File: src/rtl/display_sprite_writer.sv
// CHIP-8 framebuffer writer: executes CLS and DRW by read-modify-writing the
// 256-byte monochrome framebuffer and reports the VF collision flag.
module display_sprite_writer #(
    parameter bit WRAP        = 1'b0,
    parameter int MEM_LATENCY = 2,
    parameter int FB_LATENCY  = 2
) (
    input  logic        clk_in,
    input  logic        rst_in,
    input  logic        cls_valid_in,
    input  logic        draw_valid_in,
    input  logic [7:0]  x_in,
    input  logic [7:0]  y_in,
    input  logic [3:0]  n_in,
    input  logic [11:0] i_addr_in,
    output logic        ready_out,
    output logic        done_out,
    output logic        collision_out,
    output logic [11:0] mem_addr_out,
    input  logic [7:0]  mem_data_in,
    output logic [7:0]  fb_addr_out,
    output logic        fb_we_out,
    output logic [7:0]  fb_data_out,
    input  logic [7:0]  fb_data_in
);

    typedef enum logic [3:0] {
        S_IDLE, S_CLEAR, S_FETCH, S_WAIT_SPR, S_RD_L, S_WAIT_L,
        S_WR_L, S_RD_R, S_WAIT_R, S_WR_R, S_NEXT_ROW, S_DONE
    } state_t;

    localparam logic [3:0] MEM_LAST = 4'(MEM_LATENCY - 1);
    localparam logic [3:0] FB_LAST  = 4'(FB_LATENCY - 1);

    state_t      state_q, state_d;
    logic [5:0]  x_q, x_d;
    logic [4:0]  y_q, y_d;
    logic [3:0]  n_q, n_d;
    logic [11:0] i_q, i_d;
    logic [3:0]  row_q, row_d;
    logic [3:0]  cnt_q, cnt_d;
    logic [15:0] spr_q, spr_d;
    logic [7:0]  old_q, old_d;
    logic [7:0]  clr_q, clr_d;
    logic        coll_q, coll_d;

    logic [5:0]  row_sum;
    logic        row_off;
    logic [7:0]  addr_l;
    logic [7:0]  addr_r;
    logic [11:0] spr_addr;
    logic        need_r;
    logic        unused_bits;

    // Row index keeps a carry bit so clipping can see rows that fall below row 31.
    assign row_sum       = {1'b0, y_q} + {2'b00, row_q};
    assign row_off       = !WRAP && row_sum[5];
    assign addr_l        = {row_sum[4:0], x_q[5:3]};
    assign addr_r        = {row_sum[4:0], x_q[5:3] + 3'd1};
    assign spr_addr      = i_q + {8'h00, row_q};
    assign need_r        = (spr_q[7:0] != 8'h00) && ((x_q[5:3] != 3'd7) || WRAP);
    assign unused_bits   = ^{x_in[7:6], y_in[7:5]};
    assign collision_out = coll_q;

    // NOTE: only the control registers are reset; the framebuffer lives outside
    // this block and keeps whatever an aborted command already wrote.
    always_ff @(posedge clk_in) begin
        if (rst_in) begin
            state_q <= S_IDLE;
            x_q     <= '0;
            y_q     <= '0;
            n_q     <= '0;
            i_q     <= '0;
            row_q   <= '0;
            cnt_q   <= '0;
            spr_q   <= '0;
            old_q   <= '0;
            clr_q   <= '0;
            coll_q  <= 1'b0;
        end else begin
            state_q <= state_d;
            x_q     <= x_d;
            y_q     <= y_d;
            n_q     <= n_d;
            i_q     <= i_d;
            row_q   <= row_d;
            cnt_q   <= cnt_d;
            spr_q   <= spr_d;
            old_q   <= old_d;
            clr_q   <= clr_d;
            coll_q  <= coll_d;
        end
    end

    // NOTE: every output is decoded from state_q alone, so a synchronous reset
    // silences the framebuffer port on the cycle right after it is sampled.
    always_comb begin
        state_d      = state_q;
        x_d          = x_q;
        y_d          = y_q;
        n_d          = n_q;
        i_d          = i_q;
        row_d        = row_q;
        cnt_d        = cnt_q;
        spr_d        = spr_q;
        old_d        = old_q;
        clr_d        = clr_q;
        coll_d       = coll_q;
        ready_out    = 1'b0;
        done_out     = 1'b0;
        mem_addr_out = '0;
        fb_addr_out  = '0;
        fb_we_out    = 1'b0;
        fb_data_out  = '0;

        case (state_q)
            S_IDLE: begin
                ready_out = 1'b1;
                if (cls_valid_in) begin
                    clr_d   = '0;
                    state_d = S_CLEAR;
                end else if (draw_valid_in) begin
                    x_d     = x_in[5:0];
                    y_d     = y_in[4:0];
                    n_d     = n_in;
                    i_d     = i_addr_in;
                    row_d   = '0;
                    coll_d  = 1'b0;
                    state_d = (n_in == 4'd0) ? S_DONE : S_FETCH;
                end
            end
            S_CLEAR: begin
                fb_addr_out = clr_q;
                fb_we_out   = 1'b1;
                clr_d       = clr_q + 8'd1;
                if (clr_q == 8'hFF) state_d = S_DONE;
            end
            S_FETCH: begin
                if (row_off) begin
                    state_d = S_NEXT_ROW;
                end else begin
                    mem_addr_out = spr_addr;
                    cnt_d        = '0;
                    state_d      = S_WAIT_SPR;
                end
            end
            S_WAIT_SPR: begin
                mem_addr_out = spr_addr;
                if (cnt_q == MEM_LAST) begin
                    spr_d   = {mem_data_in, 8'h00} >> x_q[2:0];
                    state_d = S_RD_L;
                end else begin
                    cnt_d = cnt_q + 4'd1;
                end
            end
            S_RD_L: begin
                fb_addr_out = addr_l;
                cnt_d       = '0;
                state_d     = S_WAIT_L;
            end
            S_WAIT_L: begin
                fb_addr_out = addr_l;
                if (cnt_q == FB_LAST) begin
                    old_d   = fb_data_in;
                    state_d = S_WR_L;
                end else begin
                    cnt_d = cnt_q + 4'd1;
                end
            end
            S_WR_L: begin
                fb_addr_out = addr_l;
                fb_we_out   = 1'b1;
                fb_data_out = old_q ^ spr_q[15:8];
                if ((old_q & spr_q[15:8]) != 8'h00) coll_d = 1'b1;
                state_d = need_r ? S_RD_R : S_NEXT_ROW;
            end
            S_RD_R: begin
                fb_addr_out = addr_r;
                cnt_d       = '0;
                state_d     = S_WAIT_R;
            end
            S_WAIT_R: begin
                fb_addr_out = addr_r;
                if (cnt_q == FB_LAST) begin
                    old_d   = fb_data_in;
                    state_d = S_WR_R;
                end else begin
                    cnt_d = cnt_q + 4'd1;
                end
            end
            S_WR_R: begin
                fb_addr_out = addr_r;
                fb_we_out   = 1'b1;
                fb_data_out = old_q ^ spr_q[7:0];
                if ((old_q & spr_q[7:0]) != 8'h00) coll_d = 1'b1;
                state_d = S_NEXT_ROW;
            end
            S_NEXT_ROW: begin
                row_d   = row_q + 4'd1;
                state_d = (row_q == n_q - 4'd1) ? S_DONE : S_FETCH;
            end
            S_DONE: begin
                done_out = 1'b1;
                state_d  = S_IDLE;
            end
            default: state_d = S_IDLE;
        endcase
    end

endmodule

File: config.mk
export PLATFORM = sky130hd
export DESIGN_NAME = display_sprite_writer
export DESIGN_NICKNAME = d
export VERILOG_FILES = /design/src/rtl/display_sprite_writer.sv
export SDC_FILE = /design/constraint.sdc
export NUM_CORES = 1
export LEC_CHECK = 0
export CAP_MARGIN = 10
export CORE_MARGIN = 8
export CORE_UTILIZATION = 25
export CTS_BUF_LIST = sky130_fd_sc_hd__clkbuf_16
export DETAILED_ROUTE_END_ITERATION = 7
export PLACE_DENSITY_LB_ADDON = 0.2
export SETUP_SLACK_MARGIN = 0.1
export SYNTH_ARGS = -nofsm -noshare
export SYNTH_HDL_FRONTEND = slang
export SYNTH_SLANG_ARGS = --single-unit
File: constraint.sdc
create_clock -name clk_in -period 2.51 [get_ports clk_in]
set_clock_uncertainty 0.1 [all_clocks]
set_input_delay 0.3765 -clock clk_in [delete_from_list [all_inputs] [get_ports clk_in]]
set_output_delay 0.3765 -clock clk_in [all_outputs]
set_load 0.1 [all_outputs]
# Word level (Yosys, flattened, before mapping)
# Index checks and enable logic that the tools add are counted.
classes:
  div_mod_pow: 0
  addsub: 7
  eq_ne: 27
  n_mul: 0
  n_reduce_logical: 24
  n_shift: 1
  magnitude_cmp: 0
  mux: 31
  bitwise_logic: 5
ops:
  columns: ["cell", "count"]
  rows:
  - ["$mux 4", 14]
  - ["$pmux 4 s11", 1]
  - ["$pmux 8 s2", 2]
  - ["$pmux 12 s2", 1]
  - ["$pmux 8 s3", 1]
  - ["$reduce_bool 8->1", 3]
  - ["$ne 2x2->1 const B", 11]
  - ["$and 8x8->8", 2]
  - ["$eq 4x3->1 const B", 4]
  - ["$eq 4x4->1 const B", 4]
  - ["$shr 16x3->16", 1]
  - ["$xor 8x8->8", 2]
  - ["$add 12x4->12", 1]
  - ["$mux 12", 1]
  - ["$pmux 4 s3", 1]
  - ["$reduce_or 3->1", 4]
  - ["$reduce_and 5->1", 2]
  - ["$reduce_and 3->1", 3]
  - ["$add 4x1->4 const B", 2]
  - ["$add 8x1->8 const B", 1]
  - ["$eq 4x1->1 const B", 2]
  - ["$eq 4x2->1 const B", 2]
  - ["$eq 8x8->1 const B", 1]
  - ["$logic_not 4->1", 2]
  - ["other kinds (15)", 27]
totals:
  in_bits: 52
  wordCells: 106
  latch_bits: 0
  mem_bits_ro: 0
  register_bits: 72
  mem_count: 0
  ram_bits: 0
  out_inout_bits: 32

# Longest topological paths before layout
depth:
  depth_word: 5
  mapped_depth: 8
  depth_no_buf: 7

# Worst setup path before layout
# No wires, ideal clock.
synth_path:
  kind: "register to output"
  startpoint: "register state_q[0]"
  endpoint: "output port fb_data_out[0]"
  arrival_ns: 3.336
  required_time_ns: 2.034
  n_path_buf: 3
  setup_slack_ns: -1.303
  stages_incl_launch_ff: 7
  cell_sequence: "dfxtp_1 buf_2 buf_4 buf_2 nor3_2 nand2_1 o21ai_0"
synth_between:
  elab_chain_cells: 2
synth_lines:
  columns: ["element", "line_no", "source"]
  rows:
  - ["start, declared", "35", "state_t state_q, state_d;"]
  - ["start signal, assigned", "81", "state_q <= state_d;"]
  - ["$eq 4x4->1 / $eq 4x3->1 (equally long branches)", "116", "case (state_q)"]
  - ["$pmux 8 s2 *", "116", null]
  - ["end, declared", "23", "output logic [7:0] fb_data_out,"]
# Every way passes the cells marked *; elsewhere a longest branch is shown, timed or not.

# Final worst setup path
layout_path:
  startpoint: "register row_q[0]"
  endpoint: "output port mem_addr_out[10]"
layout_between:
  elab_chain_cells: 3
layout_lines:
  columns: ["element", "line_no", "source"]
  rows:
  - ["start, declared", "40", "logic [3:0] row_q, row_d;"]
  - ["start signal, assigned", "86", "row_q <= row_d;"]
  - ["$add 12x4->12 / $add 5x4->6 (equally long branches)", "60, 56", null]
  - ["$mux 12", "139", "if (row_off) begin"]
  - ["$pmux 12 s2 *", "116", null]
  - ["end, declared", "19", "output logic [11:0] mem_addr_out,"]
# Marked as above.

==> metrics.csv <==
metric;value;unit
GP Congestion;0.807;
full die area;22300;µm²
PortBufs;78;
initial antenna violation count;0;
Mapped Cells;560;
Critical Path RT;2030;ps
critical path launch point type;flop;
root buffer cell;clkbuf_16;
Crit path depth;8;
Ant. Diodes;0;
minimum clock period;2640;ps
Core Util, Final;38.8;%
crit path cell chain;ha_4 -> fa_2 -> a21o_1 -> a21oi_4 -> nor3b_2 -> xnor2_2 -> nor2_4 -> buf_12;
core area;17700;µm²
initial core utilization;25.1;%
Area growth, synth to finish;54.4;%
Synth Warn #;0;
CP max FO;4;
hold path depth;2;
Yosys reg bits;71;
clock buffer depth;2;
R2R depth;5;
Static Leakage;2.39;nW
initial DRC count;310;
Pre-Repair DR Iteration Count;4;
DR WL/cell;15.3;µm
Rows;49;
share of cells above drive strength 1;29.1;%
RSZ-0062 raised after global routing;yes;
Final Hold Viols;0;
syn_area_per_cell;7.95;µm²
Data arrival, critical path;2170;ps
delay-heaviest family, CP;adder cells;
CTS tree;done;
vias in the first global route;4349;
sequential area share after synthesis;31.9;%
clk sinks;71;
worst hold slack;368;ps
crit-path max cell delay;370;ps
fin crit share;105;%
Via Count;4431;
# DRC;0;
hold crit path type;flop to flop;
Yosys cell types;70;
first-pass GRT wire length;22300;µm
Die X;149;µm
largest net degree at the start of global routing;34;
DIE HEIGHT;149;µm
H-tree Lvls;3;
number of synthesized flops with an enable pin;0;
routed wire length;13700;µm
Most used DFF post-synth;dfxtp_1;
endpoints failing setup;13;
f_max;0.378;GHz
status;finished with violations;
Max Cap Violations;0;
Post-DP HPWL;10200;µm
worst setup path class;flop to output pin;
Final Max Slew Viols;0;
nets@finish;730;
Clk Latency, worst-skew pair;340;ps
synthesized area;4450;µm²
post-route ant nets;0;
CTS Hold Bufs;0;
Buf+Inv Stages, Crit Path;1;
Remaining Overflow, GRT;0;
failing checks;setup timing;
Pwr Density;774;nW/µm²
# IOs;84;
Crit. End Element;output pin;
Clock Pin Slew Worst Setup and Hold Paths;60;ps
Final WS setup;-134;ps
Synth Net Count;629;
Num CTS Buffers;9;
total track usage;12.3;%
worst vdd ir;385;µV
Slew headroom;56.0;%
ys async rst share;0;%
Via density;4.95;
critical path's slowest cell;dfxtp_4;
slew at the pin closest to its max-slew limit;660;ps
## layer usage
metal	wire length, µm	global-route usage (%)	share of wire [%]	vias up
met5	0	0	0	-
met4	149	3.79	1.1	0
met3	700	3.11	5.1	11
met2	6860	20.5	50	85
met1	6010	15.3	44	2091
li1	-	-	-	2244
## metrics by stage
step | setup TNS (ps) | area, µm² | power [mW] | worst slack (ps) | instances
after detailed placement | 0 | 6150 | 3.78 | 36.3 | 859
after floorplan | -933 | 4780 | 3.09 | -84.7 | 560
after global placement | 0 | 6150 | 3.75 | 63.7 | 859
final | -1290 | 6880 | 5.32 | -134 | 895
after global routing | -2330 | 6880 | 5.63 | -220 | 895
after CTS | -2000 | 6670 | 5.31 | -178 | 884
## cell families (layout without fill, tap and decap cells)
| group | Yosys count | in the layout | share of synthesized area [%] |
|---|---|---|---|
| simple gates | 224 | 224 | 25.0 |
| compound gates | 163 | 163 | 24.4 |
| flops | 71 | 71 | 31.9 |
| buf+inv | 48 | 154 | 5.42 |
| mux | 20 | 20 | 4.81 |
| fa+ha+maj | 18 | 18 | 5.37 |
| xor+xnor | 16 | 16 | 3.15 |
## layout make-up
type                       count  area [µm²]
clock buffer                   9         225
clock inverter                 7        93.8
fill                        1721       10800
inverter                      14        55.1
multi-input combinational    441        3270
sequential                    71        1450
tap                          229         287
timing repair buffer         124        1490
## layout by cell type (no fill, tap or decap), types with 15 or more instances in the layout
| cell type | count |
|---|---|
| buf_12 | 33 |
| mux2i_1 | 18 |
| o21ai_0 | 15 |
| nor2_1 | 47 |
| nand2_1 | 80 |
| buf_4 | 41 |
| nand3_1 | 15 |
| a21oi_1 | 50 |
| clkdlybuf4s50_1 | 45 |
| dfxtp_1 | 61 |
## worst reg2reg max path, cell delays in order, from the launching register on
cell and delay, ps:
dfxtp_1 390, ha_1 180, or3b_1 480, nor3_4 500, mux2i_1 260, nor2_1 60
## synth_stat cells (6+ instances only)
cell,count,share of area [%]
nand2_1,82,6.9
dfxtp_1,71,32
a21oi_1,65,7.3
nor2_1,59,5.0
o21ai_0,25,2.8
mux2i_1,18,4.0
clkbuf_1,17,1.4
ha_1,15,4.2
nand3_1,15,1.7
inv_1,13,1.1
nor3_1,13,1.5
xnor2_1,12,2.4
a221oi_1,10,2.0
buf_2,10,1.1
a211oi_1,9,1.5
a22o_1,8,1.6
a22oi_1,7,1.2
o22a_1,7,1.4
a21o_1,6,1.0
nand4_1,6,0.84
or3_1,6,0.84
## path summary, 6_finish.rpt
| path | startpoint | to | slack, ps |
|---|---|---|---|
| worst max register to register | cnt_q[0] | old_q[5] | 400 |
| worst min-delay path | i_q[3] | i_q[3] | 370 |
| worst min register to register | i_q[3] | i_q[3] | 370 |
| worst max-delay path | row_q[0] | mem_addr_out[10] | -130 |
## report_power, final
group	internal, mW	switching, mW	total, mW
clock network	0.871	0.503	1.37
logic	1.04	1.50	2.54
registers	1.24	0.169	1.41
## registers in the layout, indices dropped and copies added (netlist names)
| signal | count |
|---|---|
| i_q | 12 |
| x_q | 6 |
| n_q | 4 |
| cnt_q | 4 |
| old_q | 8 |
| row_q | 4 |
| spr_q | 15 |
| y_q | 5 |
| collision_out | 1 |
| clr_q | 8 |
| state_q | 4 |
## timing repair
action | in CTS | in global routing
pin swaps | 17 | 21
endpoints found under the setup margin | 29 | 26
setup buffers | 8 | 13
endpoints found under the hold margin | 0 | 0
gates cloned | 1 | 0
gates resized for setup | 37 | 30
Note: power is estimated with default switching activity, not from simulation.
